## src/rtl/score_display_driver.sv

```systemverilog
// Purpose : sync/filter an async 8-bit score, convert to BCD, drive a 4-digit muxed 7-seg display.
// Latency : the 3-flop input sync adds 3 cycles; the FSM takes 1 cycle to capture, 8 to shift and 1 to commit, so digits update on edge 13.
// Backpress: none. Input changes during a conversion are picked up on a later IDLE cycle once the input is stable.
// Ports   : CLK, RESET (async, active-high), SCORE_IN[7:0] (async binary score),
//           SEG_SELECT[3:0] (active-low anodes), HEX_OUT[7:0] ({dp,g..a}, active-low),
//           STROBE[1:0] (lit digit index), BUSY (conversion in flight).
module score_display_driver #(
  parameter int REFRESH_DIV = 50000
) (
  input  logic       CLK,
  input  logic       RESET,
  input  logic [7:0] SCORE_IN,
  output logic [3:0] SEG_SELECT,
  output logic [7:0] HEX_OUT,
  output logic [1:0] STROBE,
  output logic       BUSY
);

  localparam int RW = (REFRESH_DIV > 1) ? $clog2(REFRESH_DIV) : 1;

  typedef enum logic [1:0] {IDLE, SHIFT, COMMIT} state_t;

  state_t        state;
  logic [7:0]    s1, s2, s3;
  logic [7:0]    shown;
  logic [7:0]    cap;
  logic [7:0]    bin_sh;
  logic [11:0]   bcd_sh;
  logic [2:0]    cnt;
  logic [3:0]    hund, tens, ones;
  logic [RW-1:0] rcnt;
  logic          accept;
  logic [11:0]   bcd_adj;
  logic [19:0]   shifted;

  // Two consecutive equal samples (s2/s3) form the glitch filter.
  assign accept = (s2 == s3) && (s2 != shown) && (state == IDLE);

  // Double-dabble step: correct nibbles >= 5 before the shift.
  always_comb begin
    bcd_adj = bcd_sh;
    if (bcd_sh[3:0]  >= 4'd5) bcd_adj[3:0]  = bcd_sh[3:0]  + 4'd3;
    if (bcd_sh[7:4]  >= 4'd5) bcd_adj[7:4]  = bcd_sh[7:4]  + 4'd3;
    if (bcd_sh[11:8] >= 4'd5) bcd_adj[11:8] = bcd_sh[11:8] + 4'd3;
  end

  assign shifted = {bcd_adj, bin_sh} << 1;

  always_ff @(posedge CLK or posedge RESET) begin
    if (RESET) begin
      s1     <= '0;
      s2     <= '0;
      s3     <= '0;
      shown  <= '0;
      cap    <= '0;
      bin_sh <= '0;
      bcd_sh <= '0;
      cnt    <= '0;
      hund   <= '0;
      tens   <= '0;
      ones   <= '0;
      state  <= IDLE;
      BUSY   <= 1'b0;
    end else begin
      s1 <= SCORE_IN;
      s2 <= s1;
      s3 <= s2;
      case (state)
        IDLE: begin
          if (accept) begin
            cap    <= s2;
            bin_sh <= s2;
            bcd_sh <= '0;
            cnt    <= '0;
            state  <= SHIFT;
            BUSY   <= 1'b1;
          end
        end
        SHIFT: begin
          bcd_sh <= shifted[19:8];
          bin_sh <= shifted[7:0];
          cnt    <= cnt + 3'd1;
          if (cnt == 3'd7) state <= COMMIT;
        end
        COMMIT: begin
          hund  <= bcd_sh[11:8];
          tens  <= bcd_sh[7:4];
          ones  <= bcd_sh[3:0];
          shown <= cap;
          state <= IDLE;
          BUSY  <= 1'b0;
        end
        default: begin
          state <= IDLE;
          BUSY  <= 1'b0;
        end
      endcase
    end
  end

  // Digit refresh: each digit stays lit for REFRESH_DIV cycles.
  always_ff @(posedge CLK or posedge RESET) begin
    if (RESET) begin
      rcnt   <= '0;
      STROBE <= '0;
    end else if (rcnt == RW'(REFRESH_DIV - 1)) begin
      rcnt   <= '0;
      STROBE <= STROBE + 2'd1;
    end else begin
      rcnt <= rcnt + RW'(1);
    end
  end

  function automatic logic [7:0] seg7(input logic [3:0] d, input logic blank);
    logic [7:0] r;
    if (blank) begin
      r = 8'hFF;
    end else begin
      case (d)
        4'd0:    r = 8'hC0;
        4'd1:    r = 8'hF9;
        4'd2:    r = 8'hA4;
        4'd3:    r = 8'hB0;
        4'd4:    r = 8'h99;
        4'd5:    r = 8'h92;
        4'd6:    r = 8'h82;
        4'd7:    r = 8'hF8;
        4'd8:    r = 8'h80;
        4'd9:    r = 8'h90;
        default: r = 8'hFF;
      endcase
    end
    return r;
  endfunction

  logic [3:0] digit;
  logic       blank;

  // Leading-zero blanking: tens blanks only when hundreds is also zero.
  always_comb begin
    digit = '0;
    blank = 1'b1;
    case (STROBE)
      2'd0: begin digit = ones; blank = 1'b0; end
      2'd1: begin digit = tens; blank = (hund == 4'd0) && (tens == 4'd0); end
      2'd2: begin digit = hund; blank = (hund == 4'd0); end
      default: begin digit = '0; blank = 1'b1; end
    endcase
  end

  assign HEX_OUT    = seg7(digit, blank);
  assign SEG_SELECT = ~(4'b0001 << STROBE);

endmodule

```

## config.mk

```make
export PLATFORM = sky130hd
export DESIGN_NAME = score_display_driver
export DESIGN_NICKNAME = d
export VERILOG_FILES = /design/src/rtl/score_display_driver.sv
export SDC_FILE = /design/constraint.sdc
export NUM_CORES = 1
export LEC_CHECK = 0
export CELL_PAD_IN_SITES_DETAIL_PLACEMENT = 0
export CELL_PAD_IN_SITES_GLOBAL_PLACEMENT = 1
export CORE_ASPECT_RATIO = 1.25
export CORE_UTILIZATION = 43
export CTS_CLUSTER_DIAMETER = 100
export CTS_CLUSTER_SIZE = 25
export DETAILED_ROUTE_END_ITERATION = 7
export PLACE_DENSITY = 0.82
export SYNTH_ARGS = -nofsm -noshare
export SYNTH_HDL_FRONTEND = slang
export SYNTH_SLANG_ARGS = --single-unit
```

## constraint.sdc

```tcl
create_clock -name CLK -period 2.6 [get_ports CLK]
set_input_delay 0.26 -clock CLK [delete_from_list [all_inputs] [get_ports CLK]]
set_output_delay 0.26 -clock CLK [all_outputs]
set_load 0.01 [all_outputs]
```

# Word-level counts from Yosys, hierarchy flattened
# Memory sizes are Yosys's and may differ from the RTL's.
# Cells that the tools add are included.
dict set report word_totals {
  register_bits 96
  rom_bits 112
  inputBits 10
  output_inout_bits 15
  word_cells 68
  mem_count 1
}
# name depth word_bits rd rd_ports_with_merged_regs wr line_no
set mem_list {}
lappend mem_list {{(no name shown)} 16 7 1 0 0 119} ;# case (d)
dict set report op_classes {
  n_addsub 6
  n_lt_le_gt_ge 3
  n_eq_ne 10
  shift 1
  n_mux 18
  bitwise_logic 2
  reduce_logical 12
}
# cell n
set op_table {}
lappend op_table {{one-hot mux 12 bit (2 select lines)} 1}
lappend op_table {{adder 16 x 1 -> 16 bit (second input constant)} 1}
lappend op_table {{equality test 16 bit (second input constant)} 1}
lappend op_table {{two-way mux 16 bit} 1}
lappend op_table {{two-way mux 8 bit} 2}
lappend op_table {{one-hot mux 8 bit (2 select lines)} 1}
lappend op_table {{greater-or-equal comparator 4 x 3 -> 1 bit (second input constant)} 3}
lappend op_table {{two-way mux 12 bit} 1}
lappend op_table {{one-hot mux 4 bit (3 select lines)} 1}
lappend op_table {{adder 4 x 2 -> 4 bit (second input constant)} 2}
lappend op_table {{equality test 8 bit} 1}
lappend op_table {{zero test 4 bit} 2}
lappend op_table {{two-way mux 4 bit} 2}
lappend op_table {{!= test 8 bit} 1}
lappend op_table {{AND reduction 2 bit} 4}
lappend op_table {{two-way mux 3 bit} 2}
lappend op_table {{one-hot mux 3 bit (2 select lines)} 1}
lappend op_table {{equality test 2 x 1 -> 1 bit (second input constant)} 2}
lappend op_table {{equality test 2 bit (second input constant)} 2}
lappend op_table {{zero test 2 bit} 2}
lappend op_table {{two-way mux 2 bit} 2}
lappend op_table {{!= test 2 bit (second input constant)} 2}
lappend op_table {{NOT 4 bit} 1}
lappend op_table {{one-hot mux 2 bit (2 select lines)} 1}
lappend op_table {{11 further kinds} 13}

# Longest topological paths before layout
dict set report depth {
  depth_word 5
  depth_mapped 10
  depth_no_buf 10
}

# Worst setup path after synthesis
# Ideal clock, no wire load.
dict set report synth_path {
  path_kind {register -> output}
  from {reg STROBE[1]}
  to {out HEX_OUT[0]}
  arrival_time_ps 2034
  required_time_ps 2340
  path_slack_ps 306
  stages_incl_launch_ff 8
  n_path_buf 0
  path_cell_list {dfrtp_1 > inv_1 > ha_1 > a222oi_1 > nor2_1 > nor2b_1 > a21oi_1 > o21ai_1}
}
dict set report synth_via {
  elab_chain_cells 4
  word_cells_on_any_way 7
  classes_between {2 x eq/ne; 3 x mux; 1 x reduce/logical; 1 x memory}
}
# element line_no
set synth_lines {}
lappend synth_lines {{from (decl)} 15} ;# output logic [1:0] STROBE,
lappend synth_lines {{from (signal assigned)} 108} ;# STROBE <= STROBE + 2'd1;
lappend synth_lines {{equality test 2 bit (tied with other cells)} 143} ;# case (STROBE)
lappend synth_lines {{one-hot mux 4 bit (3 select lines)} 143}
lappend synth_lines {{memory (16 x 7 bit)} n/a}
lappend synth_lines {{two-way mux 8 bit (*)} 116} ;# if (blank) begin
lappend synth_lines {{to (decl)} 14} ;# output logic [7:0] HEX_OUT,
# Every way passes the cells marked *; elsewhere a longest branch is shown, timed or not.

# Final worst setup path
dict set report layout_path {
  from {reg STROBE[0]}
  to {out HEX_OUT[1]}
}
# Same word-level chain as after synthesis.

==> results.cfg <==
[timing]
fmax_ghz = 0.3826
timing.final.max_slew_violations = 0
timing.hold.ws_ps = 348.0
worst_slew_pin_slew_ps = 748.6
finalCritPeriodShare_pct = 100.5
rsz0062_at_grt = yes
min_period_ps = 2614
setup_viol = 2
finalHoldViolCount = 0
slew_headroom_pct = 49.99
finalSetupTns_ps = -19.64
fin_ws_ps = -13.60
fin_skew_ps = 5.351

[flow_run]
max_cap_violations = 0

[cts]
cts_buffers = 9
postCtsHoldBufs = 0
numClockSinks = 96
cts-root-buf = clkbuf_16
ctsHtreeMaxLevel = 3
cts_tree = done
clock_latency_ps = 340
ctsLongestPathBuffers = 2
clk_pin_slew_ps = 60

[global_route]
grt_pass1_vias = 3008
grt_max_degree = 36
antenna_found_initial = 0
grt_usage_pct = 17.05
overflow = 0
grt_pass1_wl_um = 13970

[pwr]
total_power_mw = 3.813
switching_share_pct = 26.32
ir_worst_vdd_uv = 469.3
clkPwrFrac_pct = 35.9
share_seq_of_total_power_pct = 46.3
p_sw_mw = 1.004
comb_power_share_pct = 17.8
p_per_area_mw_per_mm2 = 713.3
p_leak_nw = 2.419
internal_power_mw = 2.809

[logic_synthesis]
synth.cell_area_mm2 = 0.004317
synth_most_common_cell = dfrtp_1
ys_warn_count = 0
synth_top_cell_by_area = dfrtp_1
synth_common_cells = 96 x dfrtp_1, 37 x nand2_1, 35 x o21ai_0, 25 x nor2_1, 22 x inv_1
ys_ff_latch = 96
syn_avg_cell_area_um2 = 10.96
synth_ff_type = dfrtp_1
synthTopCellsByArea = dfrtp_1 56%, ha_1 5.5%, o21ai_0 4.1%, xnor2_1 3.9%, mux2_2 3.7%
netlist-cell-type-count = 39
synth_fp_nets = 423
async_flop_share_pct = 100.0
synth_top_area_share_pct = 55.65
syn_inst = 394
synth_edf_count = 0
ys_seq_area_share_pct = 55.65

[floorplan]
row_count = 40
num_io_pins = 25
die-height_um = 114.0
core_mm2 = 0.009659
die_x_um = 91.62
floorplan.initialDensity_pct = 44.69
dieArea_mm2 = 0.01045

[worst_setup_path]
critPathBufInv = 3
cp_slowest_cell = a222oi_1
required_ps = 2340
cpPeakStageDelay_ps = 460
path_delay_family = compound AO/OA/AOI/OAI gates
cp_cell_sequence = inv_4 > ha_4 > a222oi_1 > nor2_2 > buf_4 > ha_4 > o31ai_2 > buf_2
crit_path_end_kind = primary output
crit_arrival_ps = 2350
worstSetupStartpointType = register
cp_max_fo = 4
crit_type = reg2out
critPathMostFrequentCell = ha_4

[route]
vias = 3002
postRouteAntennaNets = 0
totalWireLength_um = 8154
first_pass_iters = 4
routed_via_density = 5.176
wl_per_cell_um = 14.06
dr.first_iter.drc_count = 157
drc = 0

[cells_and_area]
postLayoutCellArea_mm2 = 0.005345
n_fill_cell = 806
drive_above_1_share_pct = 22.03
antennaDiodeCount = 0
nets = 478
synthToLayoutAreaGrowth_pct = 23.83
final_util_pct = 55.34
fin_cells = 580

[placed_design]
gp_congestion = 0.8488
io_buffers = 23
dpl.hpwl_um = 5547
dp.cells = 553
place_ws_ps = -58.80
placed_cell_area_mm2 = 0.004848

[worst_hold_path]
hold_path.class = reg2reg

[status]
run_status = finished, violations left
violations = negative setup slack
-- cell usage in the layout (no fill, tap or decap), drive strengths merged --
cell,instances
and2,1
a21oi,11
a222oi,4
nand3,11
clkinvlp,1
nor3,4
clkbuf,14
o22ai,8
buf,43
a21boi,1
nand4,3
nor2b,3
clkinv,1
a31oi,10
ha,19
dfrtp,96
xor2,16
or4b,2
nor2,25
or2,1
bufinv,1
o21ai,40
clkdlybuf4s50,16
and3,2
or4bb,2
mux2,14
o2bb2ai,1
mux2i,2
nand2,37
or3b,7
o31ai,2
o32ai,2
nand2b,5
conb,1
nor4,8
xnor2,19
inv,21
-- state kept, by name, indices dropped and copies added (netlist names), 8 cells and up --
register and flops:
bcd_sh 12, s1 8, rcnt 16, bin_sh 8
s3 8, shown 8, s2 8, cap 8
-- layout make-up --
| cell class | count | area (um2) | area share (%) |
|---|---|---|---|
| inverter | 22 | 91.34 | 1.709 |
| clock buffer | 14 | 284.0 | 5.314 |
| tap | 126 | 157.7 | 2.949 |
| multi-input combinational | 261 | 1876 | 35.09 |
| clock inverter | 2 | 35.03 | 0.6554 |
| sequential | 96 | 2404 | 44.97 |
| timing repair buffer | 59 | 498.0 | 9.316 |
-- power groups by stage --
stage,Clock (mW),Combinational (mW),Sequential [mW]
final,1.37,0.679,1.76
after detailed placement,0,0.659,1.79
after floorplan,0,0.474,1.76
after CTS,1.41,0.674,1.77
after global placement,0,0.638,1.78
after global routing,1.46,0.780,1.79
-- worst paths after layout --
check                           depth (start not counted)  slack, ps                   from                    end
min in group asynchronous                               2        390                  RESET        s2[4]$_DFF_PP0_
worst min register to register                          0        350        s1[2]$_DFF_PP0_        s2[2]$_DFF_PP0_
worst min-delay path                                    0        350        s1[2]$_DFF_PP0_        s2[2]$_DFF_PP0_
max in group asynchronous                               3       1600                  RESET  STROBE[0]$_DFFE_PP0N_
worst max register to register                          6        590        s2[4]$_DFF_PP0_  bin_sh[7]$_DFFE_PP0P_
worst max-delay path                                    8        -10  STROBE[0]$_DFFE_PP0N_             HEX_OUT[1]
-- layer usage --
metal  global-route usage (%)  up-vias  part of all wire, %
li1                         -     1473                    -
met1                    20.38     1454                   43
met2                    29.67       56                   52
met3                    2.133       19                  2.6
met4                    9.735        0                  3.0
met5                        0        -                    0
-- cell families after synthesis --
family / Yosys count / share of synthesized area, %
fa+ha+maj: 19 / 5.507
compound gates: 79 / 10.67
buf+inv: 37 / 3.594
other cells: 1 / 0.08687
simple gates: 111 / 13.28
mux: 16 / 4.116
flops: 96 / 55.65
xor+xnor: 35 / 7.101
-- repair_timing --
action,CTS,global route
gates resized for setup,53,14
buffers inserted,10,3
hold endpoints to repair,0,0
pin swaps,10,6
setup endpoints to repair,7,7
No activity file was read; power rests on OpenSTA's default activity.
